===== config.mk =====
export PLATFORM = sky130hd
export DESIGN_NAME = bitwise_pipe
export DESIGN_NICKNAME = d
export VERILOG_FILES = /design/src/rtl/bitwise_pipe.sv
export SDC_FILE = /design/constraint.sdc
export NUM_CORES = 1
export LEC_CHECK = 0
export BUFFER_PORTS_ARGS = -buffer_cell sky130_fd_sc_hd__buf_2
export CORE_MARGIN = 2
export CORE_UTILIZATION = 30
export DETAILED_ROUTE_END_ITERATION = 10
export SLEW_MARGIN = 20
export SYNTH_ARGS = -nofsm -noshare
export SYNTH_HDL_FRONTEND = slang
export SYNTH_SLANG_ARGS = --single-unit

===== constraint.sdc =====
create_clock -name clock -period 3 [get_ports clock]
set_input_delay 0.6 -clock clock [delete_from_list [all_inputs] [get_ports clock]]
set_output_delay 0.6 -clock clock [all_outputs]
set_load 0.05 [all_outputs]

===== src/rtl/bitwise_pipe.sv =====
// bitwise_pipe: two-stage valid/ready pipeline that applies one of eight
// bitwise operations to two WIDTH-bit operands. Results can be chained
// through an internal accumulator, and Hack-style zr/ng flags are
// registered alongside the result.
module bitwise_pipe #(
    parameter int WIDTH = 16
) (
    input  logic             clock,
    input  logic             reset,
    input  logic             in_valid,
    output logic             in_ready,
    input  logic [2:0]       op,
    input  logic             acc_en,
    input  logic             acc_clr,
    input  logic [WIDTH-1:0] a,
    input  logic [WIDTH-1:0] b,
    output logic             out_valid,
    input  logic             out_ready,
    output logic [WIDTH-1:0] out,
    output logic             zr,
    output logic             ng,
    output logic [WIDTH-1:0] acc
);

    typedef enum logic [2:0] {
        OP_AND  = 3'd0,
        OP_OR   = 3'd1,
        OP_XOR  = 3'd2,
        OP_NAND = 3'd3,
        OP_NOR  = 3'd4,
        OP_XNOR = 3'd5,
        OP_ANDN = 3'd6,
        OP_NOTA = 3'd7
    } op_e;

    // Stage 1 holding register
    logic             s1_valid;
    logic [WIDTH-1:0] s1_a;
    logic [WIDTH-1:0] s1_b;
    op_e              s1_op;
    logic             s1_acc_en;

    // Handshake and datapath wiring
    logic             s2_advance;
    logic             s2_load;
    logic             in_fire;
    logic [WIDTH-1:0] op_a;
    logic [WIDTH-1:0] result;

    // Stage 2 can take new data whenever it is empty or being drained;
    // stage 1 frees up under the same condition, so a full pipe moves
    // all three steps (drain, shift, accept) in one cycle.
    assign s2_advance = !out_valid || out_ready;
    assign s2_load    = s2_advance && s1_valid;
    assign in_ready   = !s1_valid || s2_advance;
    assign in_fire    = in_valid && in_ready;

    // An accumulate transaction reads the live accumulator at the moment it
    // loads stage 2, which is what lets back-to-back chains run bubble-free.
    assign op_a = s1_acc_en ? acc : s1_a;

    // Bitwise function unit driven by the stage 1 contents
    always_comb begin
        result = '0;
        case (s1_op)
            OP_AND:  result = op_a & s1_b;
            OP_OR:   result = op_a | s1_b;
            OP_XOR:  result = op_a ^ s1_b;
            OP_NAND: result = ~(op_a & s1_b);
            OP_NOR:  result = ~(op_a | s1_b);
            OP_XNOR: result = ~(op_a ^ s1_b);
            OP_ANDN: result = op_a & ~s1_b;
            OP_NOTA: result = ~op_a;
            default: result = '0;
        endcase
    end

    // Stage 1: capture the offered transaction whenever the stage has room
    always_ff @(posedge clock or posedge reset) begin
        if (reset) begin
            s1_valid  <= 1'b0;
            s1_a      <= '0;
            s1_b      <= '0;
            s1_op     <= OP_AND;
            s1_acc_en <= 1'b0;
        end else if (in_ready) begin
            s1_valid <= in_valid;
            if (in_fire) begin
                s1_a      <= a;
                s1_b      <= b;
                s1_op     <= op_e'(op);
                s1_acc_en <= acc_en;
            end
        end
    end

    // Stage 2: register result and flags; everything holds while stalled
    always_ff @(posedge clock or posedge reset) begin
        if (reset) begin
            out_valid <= 1'b0;
            out       <= '0;
            zr        <= 1'b0;
            ng        <= 1'b0;
        end else if (s2_advance) begin
            out_valid <= s1_valid;
            if (s1_valid) begin
                out <= result;
                zr  <= (result == '0);
                ng  <= result[WIDTH-1];
            end
        end
    end

    // Accumulator: a clear beats a same-edge accumulate write-back
    always_ff @(posedge clock or posedge reset) begin
        if (reset) begin
            acc <= '0;
        end else if (acc_clr) begin
            acc <= '0;
        end else if (s2_load && s1_acc_en) begin
            acc <= result;
        end
    end

endmodule


== Word-level counts from Yosys, hierarchy flattened ==
Cells that the tools add are included.

* Register bits after elaboration: 72

* Equality and inequality tests: 7
* Reductions and logical operators: 12
* Mux-type cells: 4
* Bitwise gates (word level): 9

{| class="wikitable"
|+ Operator list
! cell !! number
|-
| $pmux W16 S8 || 1
|-
| $not A16 Y16 || 5
|-
| $mux W16 || 3
|-
| $and A16 B16 Y16 || 2
|-
| $logic_not A16 Y1 || 1
|-
| $or A16 B16 Y16 || 1
|-
| $xor A16 B16 Y16 || 1
|-
| $eq A3 B3 Y1 const B || 4
|-
| $eq A3 B2 Y1 const B || 2
|-
| $reduce_and A2 Y1 || 2
|-
| $eq A3 B1 Y1 const B || 1
|-
| $logic_and A1 B1 Y1 || 3
|-
| $logic_not A3 Y1 || 1
|-
| $logic_not A1 Y1 || 2
|-
| $logic_or A1 B1 Y1 || 2
|-
| $reduce_bool A2 Y1 || 1
|}

== Logic depth before layout (Yosys ltp) ==
Gate-level depths: netlist of the first run.

* Depth in word-level cells: 6
* Mapped depth: 11
* Depth with buffers taken out: 9

== Least setup slack after synthesis of the first run ==
OpenSTA, ideal clock, no wires.

* Path type: register -> register
* From: reg out_valid
* To: reg s1_a[0]
* Setup time: 125 ps
* Setup slack: 535 ps
* Path buffers: 1
* Data required time: 2,875 ps
* Arrival: 2,340 ps
* Stages on the path, launching flop included: 5
* Cells stage by stage: dfrtp_1 nand3b_1 nand2_1 clkbuf_1 mux2_2

* Word-level cells in the longest chain between the ends: 5

{| class="wikitable"
|+ Ends and longest elaborated chain
! what !! line !! source
|-
| from (decl) || 17 || <nowiki>output logic out_valid,</nowiki>
|-
| from (signal assigned) || 105 || <nowiki>out_valid <= s1_valid;</nowiki>
|-
| $logic_not A1 Y1 * || 53 || <nowiki>assign s2_advance = !out_valid || out_ready;</nowiki>
|-
| $logic_or A1 B1 Y1 * || 53 ||
|-
| $logic_or A1 B1 Y1 * || 55 || <nowiki>assign in_ready = !s1_valid || s2_advance;</nowiki>
|-
| net in_ready || 11 || <nowiki>output logic in_ready,</nowiki>
|-
| $logic_and A1 B1 Y1 || 56 || <nowiki>assign in_fire = in_valid && in_ready;</nowiki>
|-
| $reduce_and A2 Y1 (no source line) * || - ||
|-
| to (signal assigned) || 82 || <nowiki>s1_a <= '0;</nowiki>
|-
| to (signal assigned) || 89 || <nowiki>s1_a <= a;</nowiki>
|-
| to (decl) || 38 || <nowiki>logic [WIDTH-1:0] s1_a;</nowiki>
|}

The timed path passes the listed nets; every way through them passes the cells marked *.
A chain may end at the register's enable or synchronous reset.

== Final worst setup path of the first run ==
* From: reg s1_acc_en
* To: reg zr

* Word-level cells in the longest chain between the ends: 5

{| class="wikitable"
|+ Ends and longest elaborated chain
! what !! line !! source
|-
| from (decl) || 41 || <nowiki>logic s1_acc_en;</nowiki>
|-
| from (signal assigned) || 92 || <nowiki>s1_acc_en <= acc_en;</nowiki>
|-
| $mux W16 * || 60 || <nowiki>assign op_a = s1_acc_en ? acc : s1_a;</nowiki>
|-
| $xor A16 B16 Y16, or another cell as far along || 68, 71 ||
|-
| $not A16 Y16, on equally long branches || 71, 69, 70 ||
|-
| $pmux W16 S8 * || 65 || <nowiki>case (s1_op)</nowiki>
|-
| $logic_not A16 Y1 * || 108 || <nowiki>zr <= (result == '0);</nowiki>
|-
| to (signal assigned) || 108 ||
|-
| to (decl) || 20 || <nowiki>output logic zr,</nowiki>
|}

Mark *: on every way between the ends. The rest lies on a longest branch, timed or not.

==> results of run 1 <==
==> state kept, by name (all words and copies together) (netlist names) <==
name       count
s1_b          16
out           16
zr             1
s1_op          3
s1_valid       1
out_valid      1
acc           16
s1_a          16
s1_acc_en      1
==> logic make-up (layout without fill, tap and decap cells) <==
family,after synthesis,count (layout)
fa+ha+maj,48,48
compound gates,88,88
flops,71,71
buf+inv,65,146
mux,80,80
simple gates,120,120
==> cell usage after synthesis (all sizes together) (2+ instances only) <==
library cell / n
dfrtp: 71
mux2: 57
nand2: 49
ha: 48
inv: 36
mux2i: 23
buf: 21
nor2: 20
o21ai: 18
a21oi: 17
nand2b: 15
o22ai: 11
a22o: 10
clkbuf: 8
or2: 7
nand3b: 6
nand3: 5
o32ai: 5
nor3: 4
o211ai: 4
o221ai: 4
a221oi: 3
a2bb2oi: 3
or3b: 3
a211oi: 2
a31oi: 2
a32oi: 2
and2: 2
nor2b: 2
o31ai: 2
==> path summary, 6_finish.rpt <==
kind	depth (start not counted)	end	slack [ns]	from
min reg2reg	2	out[0]	0.47	out[0]
max	10	zr	0.26	s1_acc_en
min in group clock	2	s1_valid	0.47	in_valid
max in group asynchronous	3	s1_op[2]	2.05	reset
max reg2reg	10	zr	0.26	s1_acc_en
min	2	acc[12]	0.27	reset
==> critical path, delay by kind of cell (launching register included) <==
kind	cells	cell delay [ns]
adder cells (fa/ha/maj)	1	0.22
multiplexers	2	0.63
flip-flops	1	0.63
AND/OR/NAND/NOR	2	0.45
AO/OA/AOI/OAI	3	0.48
buffers and inverters	2	0.26
==> layout make-up <==
cell class	instances	area [sq um]
Sequential cell	71	1780
Clock buffer	13	260
Timing Repair Buffer	94	541
Tap cell	216	270
Fill cell	1610	10100
Clock inverter	3	65.1
Inverter	36	135
Multi-Input combinational cell	336	2740
==> metrics by stage <==
stage / utilization / hold slack, ns / instance area, sq um
2_1_floorplan: - / 0.471 / 4870
3_3_place_gp: 0.344 / 0.463 / 5460
3_5_place_dp: 0.344 / 0.462 / 5460
4_1_cts: 0.364 / 0.284 / 5780
5_1_grt: 0.364 / 0.325 / 5780
6_report: 0.364 / 0.269 / 5780
==> where the power goes <==
part	switching [uW]	total, uW	internal [uW]
Combinational	1120	1770	650
Sequential	170	1300	1130
Clock	412	1180	772
==> cells in the final DEF (no fill, tap or decap), drive strengths merged, types with 17 or more instances in the layout <==
master	n
o21ai	18
mux2i	23
buf	94
dfrtp	71
a21oi	17
mux2	57
inv	36
ha	48
nand2	49
nor2	20
==> metal layers <==
metal	GRT usage	vias up	part of all wire	wire length (microns)
li1	-	1811	-	-
met1	0.205	1951	0.44	5900
met2	0.262	125	0.47	6330
met3	0.0444	29	0.058	776
met4	0.0628	0	0.031	415
met5	0	-	0	0
==> flow_summary_export.csv, run 1 <==
group,metric,value,unit
routing,routed_wl,13.4,mm
floorplanning,fp-row-count,46,
timing,rsz0062_at_grt,"no",
yosys,synth_compound_gate_area_share,0.131,
timing,slew_viol_final,0,
yosys,ys_top_cells_by_area,"dfrtp_1 (36%), ha_1 (12%), mux2_2 (12%)",
cells_and_area,final_cells,769,
yosys,synth_cell_types,57,
cts,path_clk_slew,0.06,ns
worst_setup_path,path_class,"flip-flop to flip-flop",
timing,setup-violations-final,0,
timing,fin_setup_tns,0,ns
cts,cts_buffers,9,
floorplanning,die_area,17300,sq um
floorplanning,coreArea,15900,sq um
cells_and_area,layout.nets,637,
grt,grt_pass1_wl,22.2,mm
place,gp_congestion,0.833,
routing,dr.pass1.iters,4,
timing,tightestPinTransition,0.729,ns
routing,drc_errors,0,
yosys,yosysTopAreaCell,"dfrtp_1",
cells_and_area,drive_gt1_frac,0.336,
power,power_leakage,0.00283,uW
run_status,outcome,"finished clean",
floorplanning,dieHeight,131,microns
timing,maxSlewHeadroom,0.514,
cts,cts_setup_buffers,0,
worst_hold_path,hold_path.class,"input port to async pin",
worst_setup_path,critical_path.slowest_cell,"dfrtp_1",
power,ir_drop,298,uV
timing,fin_crit_sh,0.914,
timing,fin_crit,2.74,ns
cts,ctsRootBufferMaster,"clkbuf_16",
yosys,synth_xor_area_frac,0,
place,dpl.hpwl,10.1,mm
yosys,avgSynthCellArea,10.3,sq um
cts,insertion_delay,0.35,ns
yosys,synth_top_family_by_area,"multiplexers",
worst_setup_path,cp.required,3.29,ns
cells_and_area,antenna_cells,0,
yosys,synth-edff-count,0,
cts,cts_tree,"done",
yosys,synthArstFlopShare,1.00,
timing,fin_skew,0.0107,ns
floorplanning,die_w,131,microns
routing,ant_nets,0,
floorplanning,io_pins,77,
timing,hold_viol,0,
grt,grt_max_degree,52,
timing,timing.final.ws_setup,0.257,ns
grt,grt_pass1_vias,4188,
worst_setup_path,cp-start-kind,"flip-flop",
cts,postCtsHoldBufs,0,
routing,vias,3916,
worst_setup_path,critPathMaxStageDelay,0.63,ns
yosys,synth_mux_area_frac,0.182,
floorplanning,start_util,0.306,
yosys,yosysWarnings,0,
cells_and_area,area_growth,18.8,%
cts,cts_resized,0,
yosys,yosysTopAreaCellShare,0.365,
yosys,synth_ff_type,"dfrtp_1",
yosys,ys_ff_latch,71,
power,power_density,737,nW/um^2
place,dpl_worst_slack,0.282,ns
yosys,mappedNetlistNets,561,
routing,viasPerCell,5.09,
timing,fmax,365,MHz
place,numPortBuffers,76,
worst_setup_path,crit_path_cell_trace,"buf_12, mux2_2, inv_1, ha_1, mux2_2, o211ai_1, a32oi_1, nand4b_1, nor4b_2, a31o_1",
power,finalPower,4260,uW
cts,clock_sink_count,71,
place,place_inst,753,
job,cap_viol_max_count,0,
routing,drt-wirelength-per-cell,17.4,microns
grt,grt_antenna_before_repair,0,
grt,track_usage,0.162,
yosys,synthCells,472,
cts,cts_buffer_depth,2,
yosys,synth-simple-area-share,0.126,
worst_setup_path,cp.arrival,3.03,ns
cts,cts_max_level,3,
grt,grt_overflow,0,
worst_setup_path,cpMostUsedCell,"mux2_2",
yosys,synthAdderAreaFrac,0.123,
routing,dr.first_iter.drc_count,258,
worst_setup_path,cp_max_fo,9,
yosys,synth_area,4870,sq um
worst_setup_path,cp-end-kind,"flip-flop",
yosys,yosysSeqAreaShare,0.365,
Power figures use the tool's default switching activity.
==> run 2, diff against run 1 <==
- CORE_UTILIZATION: 30 -> 58
- PLACE_DENSITY: not set -> 0.81
==> run 2 against run 1 <==
Against the previous run:
- clock skew up 0.0021 ns
- largest cell class unchanged
- design area fell by 4.0%
- non-clock buffer count did not move
- highest routed layer unchanged
- die area decreased by 47%
- global-route usage is 11 points higher
- sequential cell count stayed put
- combinational power is essentially flat
- routed wire length decreased by 11%
- via count shrank 0.54%
- total power down 7.7%
==> flow_summary_export.csv, run 2 (synthesized netlist as in run 1, its figures left out) <==
group,metric,value,unit
run_status,outcome,"finished clean",
cts,ctsRootBufferMaster,"clkbuf_8",
cts,clock_sink_count,71,
routing,drc_errors,0,
routing,vias,3895,
timing,maxSlewHeadroom,0.518,
cells_and_area,final_cell_mix,"buf_2 (76), dfrtp_1 (70), mux2_2 (53)",
cells_and_area,antenna_cells,0,
worst_setup_path,cp.arrival,3.03,ns
cts,cts_setup_buffers,0,
routing,dr.pass1.iters,5,
power,seq_power_share,0.331,
worst_hold_path,hold_path.class,"input port to async pin",
grt,grt_overflow,0,
floorplanning,fp-row-count,33,
worst_setup_path,cp-start-kind,"flip-flop",
place,dpl.hpwl,8.98,mm
timing,fmax,363,MHz
cells_and_area,area_growth,14.1,%
floorplanning,dieHeight,95.6,microns
timing,rsz0062_at_grt,"no",
cts,cts_buffer_depth,2,
place,gp_congestion,0.901,
routing,ant_nets,0,
power,intPower,2260,uW
worst_setup_path,path_class,"flip-flop to flip-flop",
grt,grt_pass1_vias,3881,
timing,fin_skew,0.0128,ns
power,switching_share,0.424,
timing,slew_viol_final,0,
worst_setup_path,cp.required,3.27,ns
cts,insertion_delay,0.37,ns
power,clockPowerShare,0.222,
cells_and_area,drive_gt1_frac,0.338,
routing,dr.first_iter.drc_count,240,
routing,viasPerCell,5.92,
timing,tightestPinTransition,0.724,ns
worst_setup_path,cp-end-kind,"flip-flop",
power,power_leakage,0.00279,uW
cells_and_area,finish.utilization,0.679,
floorplanning,coreArea,8180,sq um
routing,drt-wirelength-per-cell,18.1,microns
grt,grt_pass1_wl,18.9,mm
routing,routed_wl,11.9,mm
floorplanning,die_area,9140,sq um
timing,fin_crit_sh,0.919,
timing,setup-violations-final,0,
grt,grt_antenna_before_repair,0,
timing,fin_crit,2.76,ns
grt,grt_max_degree,37,
grt,track_usage,0.275,
cts,cts_resized,0,
power,p_comb_frac,0.447,
cts,postCtsHoldBufs,0,
floorplanning,die_w,95.6,microns
timing,hold_viol,0,
cts,path_clk_slew,0.09,ns
cts,cts_max_level,3,
cells_and_area,layout.nets,637,
timing,fin_setup_tns,0,ns
power,power_density,708,nW/um^2
power,ir_drop,319,uV
floorplanning,start_util,0.596,
floorplanning,io_pins,77,
job,cap_viol_max_count,0,
power,p_sw,1670,uW
place,numPortBuffers,76,
worst_setup_path,cp_max_fo,11,
cts,cts_buffers,9,
cts,cts_tree,"done",
cells_and_area,layout_commonest_cell,"buf_2",
## run 2: stage by stage
| stage | power, uW | instance area, sq um | setup slack, ns | hold slack [ns] | instances |
|---|---|---|---|---|---|
| 6_report | 3930 | 5550 | 0.244 | 0.295 | 658 |
| 5_1_grt | 4150 | 5550 | 0.0683 | 0.349 | 658 |
| 4_1_cts | 3940 | 5550 | 0.275 | 0.308 | 658 |
| 3_5_place_dp | 3060 | 5330 | 0.288 | 0.460 | 642 |
| 3_3_place_gp | 2990 | 5330 | 0.372 | 0.457 | 642 |
| 2_1_floorplan | 2630 | 4870 | 0.535 | 0.471 | 472 |
## run 2: area by class of cell
cell class | instances | area [sq um]
clock inverters | 6 | 93.8
repair buffers | 94 | 553
well taps | 105 | 131
clock buffers | 10 | 128
inverters | 36 | 135
multi-input cells | 336 | 2740
flip-flops and latches | 71 | 1780
fillers | 624 | 2620
## run 2: power groups by stage
stage / Sequential, uW / Combinational (uW) / Clock [uW]
after floorplan: 1610 / 1020 / 0
after global placement: 1310 / 1680 / 0
after detailed placement: 1320 / 1740 / 0
after CTS: 1300 / 1750 / 885
after global routing: 1330 / 1900 / 919
final: 1300 / 1760 / 872
## run 2: per-layer routing
metal  GRT usage  vias up  part of all wire  routed length (microns)
met5           0        -                 0                        0
met4       0.136        0             0.032                      378
met3      0.0387       30             0.051                      609
met2       0.476      157              0.50                     5980
met1       0.334     1901              0.41                     4920
li1            -     1807                 -                        -
## run 2: worst max-delay path, stage by stage (launching register included)
cell and delay, ns:
dfrtp_1 0.57, buf_12 0.19, mux2_2 0.38, inv_1 0.08, ha_1 0.23, or3b_2 0.44
a21oi_1 0.24, o32ai_2 0.14, nand2_1 0.10, nor3_1 0.06, a31o_1 0.21
## run 2: path summary, 6_finish.rpt
kind,cells past startpoint,startpoint,slack (ns),to
min in group clock,2,in_valid,0.44,s1_valid
max in group asynchronous,3,reset,1.94,s1_a[1]
min,2,reset,0.29,acc[8]
max,10,s1_acc_en,0.24,zr
min reg2reg,2,out[14],0.48,out[14]
max reg2reg,10,s1_acc_en,0.24,zr
==> run 3, diff against run 2 <==
- CORE_ASPECT_RATIO: not set -> 1.1
==> run 3 against run 2 <==
Against the previous run:
- routed wire length grew 2.1%
- sequential power is essentially flat
- utilization shrank 1.1 points
- combinational power is essentially flat
- total power shrank 1.4%
- clock-buffer cell count is the same
- final cell count grew 1.1%
==> flow_summary_export.csv, run 3 (synthesized netlist as in run 1, its figures left out) <==
group,metric,value,unit
floorplanning,dieHeight,100,microns
timing,slew_viol_final,0,
cts,cts_max_level,3,
timing,maxSlewHeadroom,0.496,
job,cap_viol_max_count,0,
floorplanning,io_pins,77,
routing,drc_errors,0,
worst_setup_path,critPathMaxStageDelay,0.48,ns
timing,fin_crit,2.74,ns
place,dpl.hpwl,8.93,mm
grt,grt_antenna_before_repair,0,
timing,tightestPinTransition,0.756,ns
cts,cts_resized,0,
place,gp_congestion,0.918,
cells_and_area,layout.nets,638,
worst_setup_path,r2r-end,"zr",
cts,ctsRootBufferMaster,"clkbuf_8",
timing,setup-violations-final,0,
cts,insertion_delay,0.36,ns
cts,cts_setup_buffers,0,
timing,timing.hold.ws,0.308,ns
routing,dr.pass1.iters,5,
timing,rsz0062_at_grt,"no",
grt,grt_pass1_wl,19.5,mm
grt,grt_overflow,0,
worst_setup_path,critical_path.slowest_cell,"dfrtp_1",
floorplanning,die_area,9140,sq um
cells_and_area,layout_commonest_cell,"buf_2",
cells_and_area,final_cell_mix,"buf_2 (76), dfrtp_1 (70), mux2_2 (53)",
routing,dr.first_iter.drc_count,283,
routing,ant_nets,0,
cells_and_area,antenna_cells,0,
worst_setup_path,cp-start-kind,"flip-flop",
cells_and_area,seq_area,1780,sq um
cells_and_area,drive_gt1_frac,0.341,
worst_setup_path,path_class,"flip-flop to flip-flop",
cells_and_area,area_growth,13.6,%
worst_setup_path,cp-end-kind,"flip-flop",
worst_setup_path,reg2reg_depth,10,
cts,clock_sink_count,71,
power,ir_drop,433,uV
grt,grt_pass1_vias,4022,
timing,fmax,364,MHz
run_status,outcome,"finished clean",
power,power_density,702,nW/um^2
grt,grt_max_degree,72,
worst_setup_path,cp_max_fo,11,
cts,cts_tree,"done",
routing,viasPerCell,5.89,
worst_setup_path,cpMostUsedCell,"mux2_2",
routing,drt-wirelength-per-cell,18.2,microns
cts,cts_buffer_depth,2,
cells_and_area,nFillCells,640,
floorplanning,fp-row-count,35,
worst_setup_path,reg2reg_slack,0.26,ns
cts,postCtsHoldBufs,0,
timing,hold_viol,0,
routing,routed_wl,12.1,mm
cts,path_clk_slew,0.09,ns
timing,fin_setup_tns,0,ns
cells_and_area,multiInputGateArea,2740,sq um
worst_setup_path,worstReg2RegStart,"s1_acc_en",
timing,fin_crit_sh,0.915,
worst_setup_path,cp.arrival,3.05,ns
routing,vias,3918,
worst_setup_path,endpoint,"zr",
place,numPortBuffers,76,
power,power_leakage,0.00278,uW
power,finalPower,3880,uW
cts,cts_buffers,9,
grt,track_usage,0.273,
worst_setup_path,crit_path_cell_trace,"buf_4, mux2_2, inv_1, ha_1, mux2_2, o211ai_1, a32oi_1, nand4b_1, nor4b_2, a31o_1",
floorplanning,start_util,0.588,
floorplanning,die_w,91.4,microns
timing,fin_skew,0.00919,ns
floorplanning,coreArea,8280,sq um
worst_setup_path,cp.required,3.30,ns
worst_hold_path,hold_path.class,"input port to async pin",
worst_setup_path,startpoint,"s1_acc_en",
run 3: stage by stage:
stage               area [sq um]  utilization  setup slack, ns  std cells
floorplan                   4870            -            0.535        472
global placement            5320        0.643            0.451        649
detailed placement          5320        0.643            0.291        649
CTS                         5530        0.668            0.269        665
global route                5530        0.668           0.0790        665
finish                      5530        0.668            0.256        665
run 3: report_power, final:
| group | switching [uW] | internal, uW |
|---|---|---|
| Clock | 399 | 411 |
| Combinational | 1120 | 650 |
| Sequential | 168 | 1130 |
| Total | 1690 | 2190 |
run 3: worst max-delay path: cells and delay by family (launching register included):
family | cells | cell delay [ns]
multiplexers | 2 | 0.65
flip-flops | 1 | 0.48
AO/OA/AOI/OAI | 3 | 0.52
buffers and inverters | 2 | 0.33
AND/OR/NAND/NOR | 2 | 0.47
adder cells (fa/ha/maj) | 1 | 0.23
run 3: worst min-delay path by stage:
| stage | startpoint | endpoint | slack [ns] | cells after the start |
|---|---|---|---|---|
| 6_report | reset | out[9] | 0.31 | 3 |
| 2_1_floorplan | s1_valid | out_valid | 0.47 | 1 |
| 3_5_place_dp | out[0] | out[0] | 0.47 | 2 |
| 5_1_grt | reset | s1_valid | 0.35 | 3 |
| 3_3_place_gp | out[4] | out[4] | 0.46 | 2 |
| 4_1_cts | reset | s1_a[8] | 0.33 | 3 |
run 3: final cells by class:
| type | instances | area share |
|---|---|---|
| Multi-Input combinational cell | 336 | 0.495 |
| Sequential cell | 71 | 0.322 |
| Timing Repair Buffer | 95 | 0.0969 |
| Tap cell | 111 | 0.0251 |
| Clock buffer | 10 | 0.0249 |
| Inverter | 36 | 0.0244 |
| Clock inverter | 6 | 0.0124 |
run 3: metal layers:
| layer | GRT usage | share of wire | vias to the layer above |
|---|---|---|---|
| met3 | 0.0480 | 0.059 | 52 |
| met5 | 0 | 0 | - |
| met4 | 0.179 | 0.053 | 0 |
| met1 | 0.313 | 0.39 | 1879 |
| li1 | - | - | 1803 |
| met2 | 0.471 | 0.49 | 184 |
